**config.mk**
```make
export PLATFORM = sky130hd
export DESIGN_NAME = dsp_post_adder_accum
export DESIGN_NICKNAME = d
export VERILOG_FILES = /design/src/rtl/dsp_post_adder_accum.sv
export SDC_FILE = /design/constraint.sdc
export NUM_CORES = 1
export LEC_CHECK = 0
export ABC_AREA = 1
export BUFFER_PORTS_ARGS = -buffer_cell sky130_fd_sc_hd__buf_2
export CORE_UTILIZATION = 55
export CTS_CLUSTER_SIZE = 30
export DETAILED_ROUTE_END_ITERATION = 10
export GPL_TIMING_DRIVEN = 0
export PLACE_DENSITY = 0.83
export SLEW_MARGIN = 15
export SYNTH_ARGS = -nofsm -noshare
export SYNTH_HDL_FRONTEND = slang
export SYNTH_SLANG_ARGS = --single-unit
export TNS_END_PERCENT = 20
```
**constraint.sdc**
```tcl
create_clock -name clk -period 6.1 [get_ports clk]
set_input_delay 0.915 -clock clk [delete_from_list [all_inputs] [get_ports clk]]
set_output_delay 0.915 -clock clk [all_outputs]
set_load 0.01 [all_outputs]
```
**src/rtl/dsp_post_adder_accum.sv**
```systemverilog
// Post-adder/accumulator stage of a DSP48A1-style slice: OPMODE-selected X/Z operands,
// 48-bit add/subtract with carry-in, P and CARRYOUT registers, P cascade and carry outputs.
module dsp_post_adder_accum #(
    parameter int    OPMODEREG   = 1,
    parameter int    CARRYINREG  = 1,
    parameter int    PREG        = 1,
    parameter int    CARRYOUTREG = 1,
    parameter string CARRYINSEL  = "OPMODE5"
) (
    input  logic        clk,
    input  logic        rst_n,
    input  logic        ce_opmode,
    input  logic        ce_carryin,
    input  logic        ce_p,
    input  logic        ce_carryout,
    input  logic [7:0]  opmode,
    input  logic        carryin,
    input  logic [35:0] m,
    input  logic [47:0] dab,
    input  logic [47:0] c,
    input  logic [47:0] pcin,
    output logic [47:0] p,
    output logic [47:0] pcout,
    output logic        carryout,
    output logic        carryoutf
);

    localparam bit CIN_FROM_PORT = (CARRYINSEL == "CARRYIN");
    localparam bit OPM_BYPASS    = (OPMODEREG == 0);
    localparam bit CIN_BYPASS    = (CARRYINREG == 0);
    localparam bit P_BYPASS      = (PREG == 0);
    localparam bit CO_BYPASS     = (CARRYOUTREG == 0);

    logic [7:0]  opm_q;
    logic [7:0]  opm;
    logic        cin_src;
    logic        cin_q;
    logic        cin;
    logic [47:0] x_mux;
    logic [47:0] z_mux;
    logic [48:0] addend;
    logic [48:0] result;
    logic [47:0] p_d;
    logic [47:0] p_q;
    logic        p_load;
    logic        co_d;
    logic        co_q;

    assign cin_src = CIN_FROM_PORT ? carryin : opmode[5];

    // Carry-in register samples at the same edge as the OPMODE register.
    // NOTE: state registers use non-blocking assignments so every flop samples pre-edge values.
    always_ff @(posedge clk or negedge rst_n) begin
        if (!rst_n) begin
            opm_q <= '0;
            cin_q <= 1'b0;
        end else begin
            if (ce_opmode) begin
                opm_q <= opmode;
            end
            if (ce_carryin) begin
                cin_q <= cin_src;
            end
        end
    end

    assign opm = OPM_BYPASS ? opmode  : opm_q;
    assign cin = CIN_BYPASS ? cin_src : cin_q;

    // NOTE: every case path has a default so the muxes stay combinational, never latches.
    always_comb begin
        x_mux = '0;
        case (opm[1:0])
            2'b01:   x_mux = {12'b0, m};
            2'b10:   x_mux = p_q;
            2'b11:   x_mux = dab;
            default: x_mux = '0;
        endcase
    end

    always_comb begin
        z_mux = '0;
        case (opm[3:2])
            2'b01:   z_mux = pcin;
            2'b10:   z_mux = p_q;
            2'b11:   z_mux = c;
            default: z_mux = '0;
        endcase
    end

    // 49-bit unsigned arithmetic; bit 48 is carry on add and borrow on subtract.
    assign addend = {1'b0, x_mux} + {48'b0, cin};
    assign result = opm[7] ? ({1'b0, z_mux} - addend) : ({1'b0, z_mux} + addend);
    assign p_d    = result[47:0];
    assign co_d   = result[48];

    // With P bypassed the register still tracks the result so feedback never loops combinationally.
    assign p_load = P_BYPASS || ce_p;

    always_ff @(posedge clk or negedge rst_n) begin
        if (!rst_n) begin
            p_q  <= '0;
            co_q <= 1'b0;
        end else begin
            if (p_load) begin
                p_q <= p_d;
            end
            if (ce_carryout) begin
                co_q <= co_d;
            end
        end
    end

    assign p         = P_BYPASS  ? p_d  : p_q;
    assign pcout     = p;
    assign carryout  = CO_BYPASS ? co_d : co_q;
    assign carryoutf = carryout;

    logic unused_bits;
    assign unused_bits = ^{opm[6:4], opmode[6], opmode[4], carryin};

endmodule

```
* After elaboration in Yosys (flattened, before gate mapping)
Cells that the tools add are included.
Widths: inputs -> output; s select.
** Storage, ports and cells
- Bits in latches :: 0
- Memories :: 0
- Bits in read-only memories :: 0
- Flip-flop bits (word level) :: 58
- Output and inout bits :: 98
- Input bits :: 195
- Memory bits (writable) :: 0
** Operators by class
- Shifts and indexed selects :: 0
- Order comparisons :: 0
- Eq/ne operators :: 6
- Div/mod/pow operators :: 0
- Multipliers :: 0
- Bitwise gates (word level) :: 0
- Add/subtract/negate cells :: 3
- Mux-type cells :: 3
- Reductions and logical operators :: 0
** Operators by type and width (number)
- $pmux 48 s3 :: 2
- $add 48x1->49 :: 1
- $add 48x49->49 :: 1
- $mux 49 :: 1
- $sub 48x49->49 :: 1
- $eq 2x2->1 const B :: 4
- $eq 2x1->1 const B :: 2

* Logic depth before layout (Yosys ltp)
Gate-level depths: netlist of run 1.
- Depth after elaboration :: 5
- Gate-level depth with buffers :: 38
- Mapped depth without buffers :: 35

* Worst setup path before layout of run 1
OpenSTA, ideal clock, no wires.
- Path kind :: register -> register
- Start :: reg opm_q[0] (netlist: opm[0])
- End :: reg p_q[38] (netlist: p[38])
- Stages on the path, launching flop included :: 31
- Library setup time :: 0.131 ns
- Data required time :: 5.969 ns
- Arrival :: 4.683 ns
- Period minus slack after synthesis :: 4.815 ns
- Buffers on the path :: 3
- Setup slack :: 1.285 ns
- Cells stage by stage :: dfrtp_1 buf_6 buf_6 nor2_2 buf_4 nand2_1 nand3_1 ha_1 ha_1 nand2_2 nor2_8 nand2_2 xor2_2 nand4_1 nor2_1 nand3_2 o21ai_1 o21ai_1 xor2_1 ha_1 a21oi_1 inv_1 a21oi_1 inv_1 a21oi_1 o21ai_0 a21oi_1 o21bai_1 or2_2 nand3_1 o21ai_0
** On the way
- Cells in the longest elaborated chain, start to end :: 5
- Elaborated cells between the ends (all ways) :: 8
- Classes of those cells :: add/sub: 3; eq/ne: 3; mux: 2
** RTL lines
- start: declaration :: RTL line 34 : logic [7:0] opm_q;
- start signal: assignment :: RTL line 59 : opm_q <= opmode;
- $eq 2x2->1 / $eq 2x1->1 (equally long branches) :: RTL line 73 : case (opm[1:0])
- $pmux 48 s3 * :: RTL line 73
- $add 48x1->49 * :: RTL line 92 : assign addend = {1'b0, x_mux} + {48'b0, cin};
- $add 48x49->49 / $sub 48x49->49 (equally long branches) :: RTL line 93 : assign result = opm[7] ? ({1'b0, z_mux} - addend) : ({1'b0, z_mux} + addend);
- $mux 49 * :: RTL line 93
- end signal: assignment :: RTL line 106 : p_q <= p_d;
- end: declaration :: RTL line 44 : logic [47:0] p_q;
Mark *: on every way between the ends. The rest lies on a longest branch, timed or not.
A chain may end at the register's enable or synchronous reset.

* Final worst setup path of run 1
- Start :: reg opm_q[1] (netlist: opm[1])
- End :: reg p_q[47] (netlist: p[47])
The elaborated chain is that of the path after synthesis.

==> results of run 1 <==
metal layers:
metal,up-vias,track usage,routed length [um]
met3,212,0.0960,5840
met1,6771,0.576,18600
li1,7008,-,-
met2,947,0.716,21100
met5,-,0,0
met4,0,0.252,3130
flip-flops by register name, summed over array words and instances (netlist names):
signal / flops
opm: 5
cin: 1
p: 48
carryout: 1
per-stage QoR:
| step | cells | cell area (um2) | total power, W | utilization |
|---|---|---|---|---|
| 6_report | 2541 | 13300 | 0.00479 | 0.677 |
| 5_1_grt | 2541 | 13300 | 0.00507 | 0.677 |
| 2_1_floorplan | 1975 | 11100 | 0.00298 | - |
| 3_3_place_gp | 2527 | 12900 | 0.00415 | 0.656 |
| 4_1_cts | 2535 | 13100 | 0.00457 | 0.666 |
| 3_5_place_dp | 2527 | 12900 | 0.00420 | 0.656 |
how the worst max path moves through the flow:
stage | slack (ns) | end | startpoint
6_report | 0.18 | p[47]$_DFFE_PN0P_ | opm[1]$_DFFE_PN0P_
5_1_grt | -0.05 | p[41]$_DFFE_PN0P_ | opm[0]$_DFFE_PN0P_
4_1_cts | 0.03 | p[44]$_DFFE_PN0P_ | opm[0]$_DFFE_PN0P_
3_5_place_dp | -0.24 | p[44]$_DFFE_PN0P_ | opm[0]$_DFFE_PN0P_
3_3_place_gp | -0.20 | p[44]$_DFFE_PN0P_ | opm[0]$_DFFE_PN0P_
2_1_floorplan | 1.29 | p[38]$_DFFE_PN0P_ | opm[0]$_DFFE_PN0P_
cell usage in the layout, fill, tap and decap left out, drive strengths merged, types with 3 or more instances in the layout:
cell type,count
a31oi,27
xor2,47
nand3,271
nand2,641
o211ai,20
nor3,6
nand4,32
o21ai,96
ha,51
nor4,6
clkbuf,33
dfrtp,55
inv,200
a21o,10
o31ai,4
or2,15
xnor2,25
and3,4
a21oi,83
nand3b,10
o21a,3
buf,371
nor2,252
o21bai,4
kinds of logic after synthesis:
logic type,count (synthesis),share of synthesized area
AO/OA/AOI/OAI,253,0.128
XOR/XNOR,72,0.0573
adder cells (fa/ha/maj),52,0.0591
buffers and inverters,304,0.130
flip-flops,55,0.124
multiplexers,1,0.00101
AND/OR/NAND/NOR,1238,0.500
critical path, delay by kind of cell, from the launching register on:
kind | cells | cell delay (ns)
adder cells (fa/ha/maj) | 2 | 0.61
XOR/XNOR | 1 | 0.15
buffers and inverters | 5 | 0.73
flip-flops | 1 | 0.35
AO/OA/AOI/OAI | 6 | 1.63
AND/OR/NAND/NOR | 14 | 2.30
power by group:
| group | internal, W | total, W | switching [W] |
|---|---|---|---|
| Clock | 0.000208 | 0.000365 | 0.000158 |
| Combinational | 0.00131 | 0.00346 | 0.00214 |
| Sequential | 0.000523 | 0.000967 | 0.000445 |
| Total | 0.00205 | 0.00479 | 0.00274 |
what timing repair did:
action / CTS / global route
setup buffers: 0 / 6
gates resized for setup: 5 / 39
pin swaps: 0 / 7
hold endpoints to repair: 0 / 0
endpoints found under the setup margin: 10 / 23
layout make-up:
| type | instances | area, um2 | share of cell area |
|---|---|---|---|
| clock buffers | 6 | 139 | 0.0104 |
| clock inverters | 2 | 38.8 | 0.00291 |
| inverters | 199 | 747 | 0.0561 |
| repair buffers | 293 | 1480 | 0.111 |
| multi-input cells | 1616 | 8500 | 0.638 |
| well taps | 265 | 332 | 0.0249 |
| flip-flops and latches | 55 | 1380 | 0.103 |
| plain buffers | 105 | 703 | 0.0528 |
==> flow_summary_export.csv, run 1 <==
group,metric,value,unit
power_and_ir_drop,power.leakage,6.80,nW
timing,setup_violations,0,
logic_synthesis,synth.area.top_cells,"nand2_1, dfrtp_1, nand3_1",
status,result_of_the_run,"finished, final reports clean",
clock_network,cell_chosen_for_the_clock_root,"clkbuf_16",
setup_path,criticalPathCategory,"flip-flop to flip-flop",
final_layout,area_growth_syn_to_layout,19.7,%
global_route,grt_pass1_vias,13100,
job,maxCapViolations,0,
worst_hold_path,hold_depth,2,
global_route,grt.total_usage,0.454,
power_and_ir_drop,max-vdd-ir-drop,376,uV
logic_synthesis,synth-edff-count,0,
routing,initialDrtViolationCount,1590,
final_layout,layout-drive-gt1-share,0.236,
final_layout,fill_cells,1983,
global_route,grt_antenna_before_repair,0,
clock_network,post_cts_hold_buffer_count,0,
timing,hold_slack,0.515,ns
floorplan,floorplan.die.height,144,um
worst_hold_path,worst_min_delay_path_endpoint,"carryout$_DFFE_PN0P_",
routing,ant_nets,0,
floorplan,core.rowCount,51,
final_layout,antenna_cells,0,
routing,drtPass1Iterations,9,
logic_synthesis,synthesis.yosys.warnings,0,
setup_path,cp_max_fo,10,
final_layout,finish.net_count,2522,
timing,final_ws_setup,0.185,ns
setup_path,timing.critical_path.from_type,"flip-flop",
logic_synthesis,yosysTopAreaCell,"nand2_1",
routing,detail_route.vias_per_cell,5.88,
clock_network,clockBufferDepth,2,
global_route,grt_start_max_net_pins,56,
floorplan,fp.coreArea,19700,um2
setup_path,critical_path_max_stage_delay,0.55,ns
clock_network,tritoncts,"built",
timing,slew_headroom,0.470,
global_route,grt_first_pass_wirelength,70100,um
setup_path,critPathRequiredTime,6.26,ns
setup_path,ff2ff_path_depth,28,
timing,fin_tns_setup,0,ns
clock_network,cts_sinks,55,
logic_synthesis,synthArstFlopShare,1.00,
logic_synthesis,top_flip_flop_cell_by_instance_count_after_synthesis,"dfrtp_1",
routing,routed_wire_length_per_instance,19.1,um
logic_synthesis,netlist_instances,1975,
placed_design,preCtsSetupSlack,-0.241,ns
placed_design,port-buffer-count,287,
setup_path,endpoint_kind,"flip-flop",
floorplan,io_pins,293,
timing,clock.fmax,0.169,GHz
logic_synthesis,seq_area_frac_synth,0.124,
power_and_ir_drop,powerDensity,360,nW/um2
floorplan,die_outline_area,20800,um2
logic_synthesis,syn_area,11100,um2
logic_synthesis,synthMostInstantiatedCell,"nand2_1",
routing,route.final.wire_length,48600,um
setup_path,crit-reg2reg-launch,"opm[1]$_DFFE_PN0P_",
routing,drc_markers,0,
floorplan,fp.dieW,144,um
placed_design,dpl.hpwl,40400,um
setup_path,critical-path-slowest-cell,"o21ai_0",
logic_synthesis,yosysUniqueCellTypes,49,
global_route,grt.overflow.total,0,
logic_synthesis,proportion_of_netlist_area_held_by_the_largest_area_contributor,0.208,
timing,fin_worst_skew,0.00503,ns
timing,unrepaired_setup_endpoints_after_global_routing,"true",
clock_network,cts_buffers,5,
timing,worstMarginPinSlew,0.795,ns
logic_synthesis,yosys_register_bits,55,
worst_hold_path,timing.hold.worst.class,"flip-flop to flip-flop",
logic_synthesis,post_synthesis_area_per_instance,5.63,um2
setup_path,critPathArrivalTime,6.08,ns
timing,min_period_over_period,0.970,
clock_network,htree_levels,2,
clock_network,clk_pin_slew,0.08,ns
timing,number_of_pins_with_negative_max_slew_slack_in_the_final_report,0,
routing,dr_vias,14900,
timing,timing_hold_violations_final,0,
floorplan,floorplan.initialDensity,0.566,
logic_synthesis,commonest_cells_in_the_netlist,"nand2_1, nand3_1, nor2_1",
placed_design,place.gp.congestion,1.07,
timing,final_period_minus_worst_setup_slack,5.92,ns
worst_hold_path,hp-start,"carryout$_DFFE_PN0P_",
setup_path,timing.reg2reg.setup_slack,0.18,ns
setup_path,crit-reg2reg-capture,"p[47]$_DFFE_PN0P_",
logic_synthesis,synth_fp_nets,2222,
clock_network,clock_latency,0.31,ns
Note: power is estimated with default switching activity, not from simulation.
==> inputs of run 2 (changes only) <==
BUFFER_PORTS_ARGS = -buffer_cell sky130_fd_sc_hd__buf_4   (was -buffer_cell sky130_fd_sc_hd__buf_2)
HOLD_SLACK_MARGIN = 0.02   (was unset)
==> run 2 against run 1 <==
Compared with the run above: register-to-register slack gained 0.04 ns; wire length grew 1.5%; setup slack better by 0.039 ns; fmax is 0.66% higher.
==> flow_summary_export.csv, run 2 (synthesis results as in run 1) <==
group,metric,value,unit
status,result_of_the_run,"finished, final reports clean",
clock_network,tritoncts,"built",
routing,route.final.wire_length,49300,um
setup_path,critPathArrivalTime,6.10,ns
power_and_ir_drop,total_power,0.00495,W
placed_design,place.detailed.instances,2527,
setup_path,crit-reg2reg-launch,"opm[1]$_DFFE_PN0P_",
floorplan,floorplan.initialDensity,0.566,
setup_path,endpoint_kind,"flip-flop",
clock_network,clockBufferDepth,2,
global_route,grt_antenna_before_repair,0,
setup_path,timing.reg2reg.setup_slack,0.22,ns
floorplan,die_outline_area,20800,um2
placed_design,place.gp.congestion,1.09,
routing,routed_wire_length_per_instance,19.4,um
global_route,grt.overflow.total,0,
routing,initialDrtViolationCount,1622,
final_layout,area_growth_syn_to_layout,25.5,%
clock_network,cell_chosen_for_the_clock_root,"clkbuf_16",
final_layout,most_common_cell_after_layout_fill_and_taps_aside,"nand2_1",
clock_network,cts_buffers,5,
power_and_ir_drop,max-vdd-ir-drop,278,uV
global_route,use_met1,0.584,
setup_path,crit-reg2reg-capture,"p[19]$_DFFE_PN0P_",
placed_design,dpl.hpwl,41100,um
final_layout,max_reg_flops,48,
final_layout,layout-drive-gt1-share,0.233,
global_route,grt.total_usage,0.467,
clock_network,htree_levels,2,
final_layout,utilization,0.711,
setup_path,critPathRequiredTime,6.33,ns
setup_path,cp_max_fo,10,
floorplan,fp.coreArea,19700,um2
job,maxCapViolations,0,
worst_hold_path,hp-start,"carryout$_DFFE_PN0P_",
global_route,grt_pass1_vias,13500,
floorplan,floorplan.die.height,144,um
global_route,groute.layer.met3.usage,0.109,
routing,ant_nets,0,
floorplan,core.rowCount,51,
global_route,top_usage_layer,"met2",
final_layout,antenna_cells,0,
timing,unrepaired_setup_endpoints_after_global_routing,"true",
worst_hold_path,hold_depth,2,
timing,min_period_over_period,0.963,
timing,number_of_pins_with_negative_max_slew_slack_in_the_final_report,0,
setup_path,criticalPathCategory,"flip-flop to flip-flop",
setup_path,timing.critical_path.from_type,"flip-flop",
routing,dr_vias,14900,
power_and_ir_drop,powerDensity,354,nW/um2
routing,drc_markers,0,
worst_hold_path,worst_min_delay_path_endpoint,"carryout$_DFFE_PN0P_",
final_layout,mostFrequentLayoutCells,"nand2_1, buf_4, nand3_1, nor2_1, inv_1",
floorplan,io_pins,293,
setup_path,ff2ff_path_depth,25,
global_route,met2_usage,0.728,
routing,drtPass1Iterations,6,
timing,setup_violations,0,
timing,slew_headroom,0.389,
timing,clock.fmax,0.170,GHz
clock_network,post_cts_hold_buffer_count,0,
worst_hold_path,timing.hold.worst.class,"flip-flop to flip-flop",
clock_network,clk_pin_slew,0.08,ns
clock_network,clock_latency,0.31,ns
global_route,grt_start_max_net_pins,56,
placed_design,port-buffer-count,287,
timing,fin_worst_skew,0.00802,ns
timing,worstMarginPinSlew,0.908,ns
final_layout,final-instance-count-excl-fill,2537,
final_layout,finish.net_count,2518,
floorplan,fp.dieW,144,um
routing,detail_route.vias_per_cell,5.89,
timing,timing_hold_violations_final,0,
clock_network,cts_sinks,55,
power_and_ir_drop,power.leakage,7.00,nW
timing,final_period_minus_worst_setup_slack,5.88,ns
global_route,grt_first_pass_wirelength,72400,um
[run 2: worst max-delay path by stage]
stage	from	to	cells past startpoint
3_3_place_gp	opm[0]$_DFFE_PN0P_	p[44]$_DFFE_PN0P_	32
5_1_grt	opm[1]$_DFFE_PN0P_	carryout$_DFFE_PN0P_	37
4_1_cts	opm[0]$_DFFE_PN0P_	p[44]$_DFFE_PN0P_	33
3_5_place_dp	opm[0]$_DFFE_PN0P_	p[44]$_DFFE_PN0P_	32
2_1_floorplan	opm[0]$_DFFE_PN0P_	p[38]$_DFFE_PN0P_	30
6_report	opm[1]$_DFFE_PN0P_	p[19]$_DFFE_PN0P_	25
[run 2: worst max-delay path, cell delays in order, from the launching register on]
cell and delay [ns]:
dfrtp_1 0.35, buf_6 0.13, clkbuf_4 0.21, nand2_4 0.11, inv_2 0.08, buf_4 0.16, nand2_1 0.16, nand3_1 0.16
ha_4 0.20, nand3_1 0.17, nor2_1 0.51, nand2_1 0.11, nand2_1 0.24, nor2_4 0.11, nor2_1 0.13, xnor2_1 0.16
ha_1 0.40, nand2_1 0.12, o21ai_0 0.24, a21oi_1 0.13, o21ai_0 0.39, a21oi_1 0.23, o21ai_0 0.53, a21boi_0 0.28
or2_2 0.33, a31oi_1 0.13
[run 2: layout make-up]
class	count	area (um2)
clock buffers	7	143
well taps	265	332
fillers	1831	5690
inverters	199	747
clock inverters	1	8.76
flip-flops and latches	55	1380
multi-input cells	1616	8490
plain buffers	105	703
repair buffers	289	2170
[run 2: what timing repair did]
item / 4_1_cts / 5_1_grt
pin swaps: 0 / 2
setup buffers: 0 / 2
gates resized for setup: 6 / 36
hold endpoints to repair: 0 / 0
endpoints found under the setup margin: 10 / 24
[run 2: where the power goes]
part / switching [W] / total, W / internal, W
clock network: 0.000149 / 0.000314 / 0.000165
logic: 0.00216 / 0.00366 / 0.00150
registers: 0.000450 / 0.000973 / 0.000523
total: 0.00276 / 0.00495 / 0.00219
[run 2: routing by layer]
layer	vias up	share of wire
li1	7008	-
met1	6773	0.38
met2	972	0.44
met3	194	0.12
met4	0	0.063
met5	-	0
[run 2: per-stage QoR]
step	TNS (ns)	hold slack, ns	area (um2)	worst slack (ns)
floorplan	0	0.487	11100	1.29
CTS	0	0.530	13800	0.0177
global placement	-0.431	0.498	13600	-0.197
global route	-0.0539	0.567	14000	-0.0437
detailed placement	-0.768	0.510	13600	-0.222
finish	0	0.530	14000	0.224
